--- config.mk ---
export PLATFORM = sky130hd
export DESIGN_NAME = spine_router
export DESIGN_NICKNAME = d
export VERILOG_FILES = /design/src/rtl/spine_router.sv
export SDC_FILE = /design/constraint.sdc
export NUM_CORES = 2
export LEC_CHECK = 0
export CAP_MARGIN = 20
export CELL_PAD_IN_SITES_DETAIL_PLACEMENT = 0
export CELL_PAD_IN_SITES_GLOBAL_PLACEMENT = 2
export CORE_MARGIN = 2
export CORE_UTILIZATION = 44
export DETAILED_ROUTE_END_ITERATION = 8
export GPL_TIMING_DRIVEN = 1
export HOLD_SLACK_MARGIN = 0.02
export PLACE_DENSITY_LB_ADDON = 0.25
export SETUP_SLACK_MARGIN = 0.15
export SLEW_MARGIN = 30
export SYNTH_ARGS = -nofsm -noshare
export SYNTH_HDL_FRONTEND = slang
export SYNTH_SLANG_ARGS = --single-unit
export TNS_END_PERCENT = 20
--- constraint.sdc ---
create_clock -name clk -period 9.4 [get_ports clk]
set_clock_uncertainty 0.1 [all_clocks]
set_input_delay 1.88 -clock clk [delete_from_list [all_inputs] [get_ports clk]]
set_output_delay 1.88 -clock clk [all_outputs]
set_load 0.01 [all_outputs]
--- src/rtl/spine_router.sv ---
// spine_router: group-level spine switch terminating the four leaf spine links plus the uplink.
// Per-input FIFOs, destination routing, per-output round-robin arbitration, registered outputs.
module spine_router #(
    parameter int unsigned DWIDTH     = 16,
    parameter int unsigned FIFO_DEPTH = 8,
    parameter logic [3:0]  GROUP_ID   = 4'b0101
) (
    input  logic                clk,
    input  logic                reset,
    input  logic                arb_enable,
    input  logic [5*DWIDTH-1:0] in_data,
    input  logic [4:0]          in_valid,
    input  logic [29:0]         in_dest_addr,
    output logic [5*DWIDTH-1:0] out_data,
    output logic [4:0]          out_valid,
    output logic [29:0]         out_dest_addr,
    output logic [4:0]          fifo_full,
    output logic [4:0]          fifo_empty,
    output logic [7:0]          drop_count,
    output logic                busy,
    output logic [24:0]         grant_vec
);
    localparam int unsigned NP = 5;
    localparam int unsigned AW = $clog2(FIFO_DEPTH);
    localparam int unsigned EW = DWIDTH + 6;
    localparam logic [AW:0] FULL_CNT = (AW+1)'(FIFO_DEPTH);

    logic [EW-1:0]     r_mem [NP][FIFO_DEPTH];
    logic [AW-1:0]     r_wptr [NP];
    logic [AW-1:0]     r_rptr [NP];
    logic [AW:0]       r_cnt  [NP];
    logic [NP-1:0]     r_push_d;
    logic [2:0]        r_ptr  [NP];
    logic [DWIDTH-1:0] r_out_data [NP];
    logic [5:0]        r_out_dest [NP];
    logic [NP-1:0]     r_out_valid;
    logic [24:0]       r_grant;
    logic [7:0]        r_drops;

    logic [EW-1:0]     w_head [NP];
    logic [2:0]        w_tgt  [NP];
    logic [2:0]        w_win  [NP];
    logic [NP-1:0]     w_ready;
    logic [NP-1:0]     w_in_grp;
    logic [NP-1:0]     w_push;
    logic [NP-1:0]     w_pop;
    logic [NP-1:0]     w_any;
    logic [24:0]       w_grant;
    logic              w_misroute;
    logic [2:0]        w_ndrop;
    logic [8:0]        w_drop_sum;

    // An entry pushed at the last edge is not yet eligible, giving the two-cycle minimum latency.
    always_comb begin
        for (int unsigned i = 0; i < NP; i++) begin
            w_head[i]   = r_mem[i][r_rptr[i]];
            w_in_grp[i] = (w_head[i][EW-1 -: 4] == GROUP_ID);
            w_tgt[i]    = w_in_grp[i] ? {1'b0, w_head[i][EW-5 -: 2]} : 3'd4;
            w_ready[i]  = (r_cnt[i] > (AW+1)'(r_push_d[i]));
            w_push[i]   = in_valid[i] && (r_cnt[i] != FULL_CNT);
        end
    end

    assign w_misroute = arb_enable && w_ready[NP-1] && !w_in_grp[NP-1];

    always_comb begin
        int unsigned v_idx;
        v_idx   = 0;
        w_any   = '0;
        w_grant = '0;
        for (int unsigned o = 0; o < NP; o++) begin
            w_win[o] = '0;
            for (int unsigned j = 1; j <= NP; j++) begin
                v_idx = (32'(r_ptr[o]) + j) % NP;
                if (!w_any[o] && arb_enable && w_ready[v_idx] && (w_tgt[v_idx] == 3'(o)) &&
                    !((v_idx == NP-1) && !w_in_grp[NP-1])) begin
                    w_any[o] = 1'b1;
                    w_win[o] = 3'(v_idx);
                end
            end
            if (w_any[o])
                w_grant[o*NP + 32'(w_win[o])] = 1'b1;
        end
    end

    always_comb begin
        w_pop = '0;
        for (int unsigned o = 0; o < NP; o++)
            if (w_any[o])
                w_pop[w_win[o]] = 1'b1;
        if (w_misroute)
            w_pop[NP-1] = 1'b1;
    end

    always_comb begin
        w_ndrop = 3'(w_misroute);
        for (int unsigned i = 0; i < NP; i++)
            if (in_valid[i] && !w_push[i])
                w_ndrop = w_ndrop + 3'd1;
        w_drop_sum = {1'b0, r_drops} + {6'b0, w_ndrop};
    end

    always_ff @(posedge clk) begin
        for (int unsigned i = 0; i < NP; i++)
            if (!reset && w_push[i])
                r_mem[i][r_wptr[i]] <= {in_dest_addr[i*6 +: 6], in_data[i*DWIDTH +: DWIDTH]};
    end

    always_ff @(posedge clk) begin
        if (reset) begin
            for (int unsigned i = 0; i < NP; i++) begin
                r_wptr[i]     <= '0;
                r_rptr[i]     <= '0;
                r_cnt[i]      <= '0;
                r_ptr[i]      <= 3'd4;
                r_out_data[i] <= '0;
                r_out_dest[i] <= '0;
            end
            r_push_d    <= '0;
            r_out_valid <= '0;
            r_grant     <= '0;
            r_drops     <= '0;
        end else begin
            for (int unsigned i = 0; i < NP; i++) begin
                if (w_push[i])
                    r_wptr[i] <= r_wptr[i] + AW'(1);
                if (w_pop[i])
                    r_rptr[i] <= r_rptr[i] + AW'(1);
                r_cnt[i] <= r_cnt[i] + (AW+1)'(w_push[i]) - (AW+1)'(w_pop[i]);
                if (w_any[i]) begin
                    r_ptr[i]      <= w_win[i];
                    r_out_data[i] <= w_head[w_win[i]][DWIDTH-1:0];
                    r_out_dest[i] <= w_head[w_win[i]][EW-1 -: 6];
                end
            end
            r_push_d    <= w_push;
            r_out_valid <= w_any;
            r_grant     <= w_grant;
            r_drops     <= (w_drop_sum > 9'd255) ? 8'hFF : w_drop_sum[7:0];
        end
    end

    always_comb begin
        for (int unsigned o = 0; o < NP; o++) begin
            out_data[o*DWIDTH +: DWIDTH] = r_out_data[o];
            out_dest_addr[o*6 +: 6]      = r_out_dest[o];
            fifo_full[o]                 = (r_cnt[o] == FULL_CNT);
            fifo_empty[o]                = (r_cnt[o] == '0);
        end
    end

    assign out_valid  = r_out_valid;
    assign grant_vec  = r_grant;
    assign drop_count = r_drops;
    assign busy       = ~&fifo_empty | |r_out_valid;

endmodule

==> results.toml <==
[final_layout]
layout.nets = 4693
final_common_cell = "edfxtp_1"
layout_common_cells = "1,035 x edfxtp_1, 275 x clkdlybuf4s50_1, 272 x nor2_1"
fill_cells = 10560
layout-drive-gt1-share = 0.1796
syn_to_final_growth_pct = 15.95
design_area_mm2 = 0.06539
final_cells = 6136

[synthesis]
async_flop_share = 0
ys_seq_area_frac = 0.5735
yosys_warnings = 0
synthFlopType = "edfxtp_1"
yosysUniqueCellTypes = 102
synthCells = 4091
synth_nets = 4408
synth_edf_count = 1035
synth_area_mm2 = 0.05639
synth-seq-cells = 1098
syn_area_per_cell_um2 = 13.78

[floorplanning]
dieArea_mm2 = 0.1310
die-width_um = 362
rows = 131
initial_core_util = 0.4428
die_y_um = 362
pin_count = 277
core_mm2 = 0.1274

[placement]
io_buffers = 276
hpwlAfterDp_um = 125300
routabilityCongestion = 0.9489
place_area_mm2 = 0.06169
place_inst = 5920

[sta]
fin_setup_tns_ps = 0
hold_viol = 0
max_slew_margin = 0.2698
fmax_mhz = 123.8
fin_crit_sh = 0.8594
min_period_ps = 8079
tightest_slew_ps = 1085
setup_viol = 0
hold-worst-slack_ps = 475.7
finalMaxSlewViolations = 0
rsz0062_at_grt = "no"

[global_route]
grt_usage = 0.2673
grt_pass1_wl_um = 255100
grt.overflow.total = 0
grt_max_degree = 79
grt_pass1_vias = 36040
antenna_found_initial = 8

[clock_network]
clk_latency_ps = 740
path_clk_slew_ps = 60
cts_hold_buffers = 0
cts_root_buffer = "clkbuf_16"
cts.repair.resized = 0
htreeDepth = 3
cts_buffers = 114
cts_setup_buffers = 0
tritoncts = "done"
cts_buffer_depth = 3
clkSinkCount = 1098

[route]
dr.first_iter.drc_count = 3455
routed_wl_um = 177800
detail-route-antenna-nets = 0
wl_per_cell_um = 28.98
firstDrtPassIters = 6
vias_per_cell = 6.083
vias = 37320
drc = 0

[setup_path]
max_stage_delay_ps = 610
cpMostUsedCell = "ha_1"
worstPathRequired_ps = 9900
critPathArrivalTime_ps = 8580
path_max_fanout = 17
critPathLaunchType = "flop"
path_class = "flop to flop"
cpMaxStageDelayCell = "edfxtp_1"
end_kind = "flop"

[run_status]
status = "finished, final reports clean"

[run]
cap_violations = 0

[hold_path]
hold_path.class = "flop to flop"
[synth_stat cells, types with 55 or more instances]
| master | number | share of area |
|---|---|---|
| o21ai_0 | 88 | 0.0078 |
| ha_1 | 192 | 0.043 |
| dfxtp_1 | 63 | 0.022 |
| nand2b_1 | 80 | 0.0089 |
| xnor2_1 | 68 | 0.011 |
| nor2_1 | 288 | 0.019 |
| mux4_2 | 230 | 0.092 |
| mux2_2 | 152 | 0.030 |
| a21oi_1 | 152 | 0.013 |
| a211oi_1 | 115 | 0.015 |
| o211ai_1 | 56 | 0.0075 |
| clkbuf_1 | 145 | 0.0097 |
| inv_1 | 174 | 0.012 |
| edfxtp_1 | 1035 | 0.55 |
| nor3_1 | 88 | 0.0078 |
| mux2i_1 | 178 | 0.032 |
| nand2_1 | 159 | 0.011 |
| nand3_1 | 55 | 0.0049 |
[worst max-delay path, delay by kind of cell (launching register included)]
family,cells,cell delay [ps]
buffers and inverters,5,860
AND/OR/NAND/NOR,8,1750
adder cells (fa/ha/maj),6,1930
XOR/XNOR,1,160
flip-flops,1,610
multiplexers,2,1030
AO/OA/AOI/OAI,6,1480
[worst paths after layout]
kind | startpoint | endpoint | slack [ps] | depth (start not counted)
worst min register to register | drop_count[7] | drop_count[7] | 480 | 3
worst min-delay path | drop_count[7] | drop_count[7] | 480 | 3
worst max register to register | r_ptr[0][10] | r_cnt[0][6] | 1320 | 28
worst max-delay path | r_ptr[0][10] | r_cnt[0][6] | 1320 | 28
[cell families after synthesis]
| logic type | synth area share |
|---|---|
| DFF | 0.5735 |
| and+or+nand+nor | 0.08888 |
| AOI/OAI and AO/OA | 0.09698 |
| muxes | 0.1538 |
| buffers and inverters | 0.02767 |
| adders and majority gates | 0.04508 |
| xor gates and xnor gates | 0.01409 |
[metrics by stage]
| step | setup slack [ps] | util |
|---|---|---|
| 2_1_floorplan | 1833 | - |
| 3_3_place_gp | 1529 | 0.4838 |
| 3_5_place_dp | 1354 | 0.4844 |
| 4_1_cts | 1304 | 0.5130 |
| 5_1_grt | 747.1 | 0.5134 |
| 6_report | 1321 | 0.5134 |
[routing by layer]
layer | vias to the layer above | routed length (um) | global-route usage
met4 | 4 | 6490 | 0.09992
met3 | 286 | 12380 | 0.04656
met2 | 1491 | 84150 | 0.4304
met5 | - | 25 | 0
li1 | 16630 | - | -
met1 | 18910 | 74790 | 0.3633
[layout make-up]
| cell class | count | area [um^2] | share of cell area |
|---|---|---|---|
| clock inverters | 72 | 643.1 | 0.009835 |
| repair buffers | 391 | 3716 | 0.05683 |
| flip-flops and latches | 1098 | 32340 | 0.4946 |
| inverters | 183 | 686.9 | 0.01050 |
| clock buffers | 138 | 3005 | 0.04596 |
| diodes | 4 | 10.01 | 0.0001531 |
| well taps | 1662 | 2079 | 0.03180 |
| multi-input cells | 2588 | 22910 | 0.3503 |
[state kept, by name (all words and copies together), names as in the netlist]
| signal | cells |
|---|---|
| r_mem | 880 |
| r_out_data | 80 |
| r_out_dest | 30 |
| grant_vec | 25 |
| r_cnt | 20 |
| r_ptr | 15 |
| r_rptr | 15 |
| r_wptr | 15 |
| drop_count | 8 |
| out_valid | 5 |
| r_push_d | 5 |
Power is left out: the tool's default activity adds up to more than one toggle a clock period on the data nets, which glitch-free logic cannot reach.
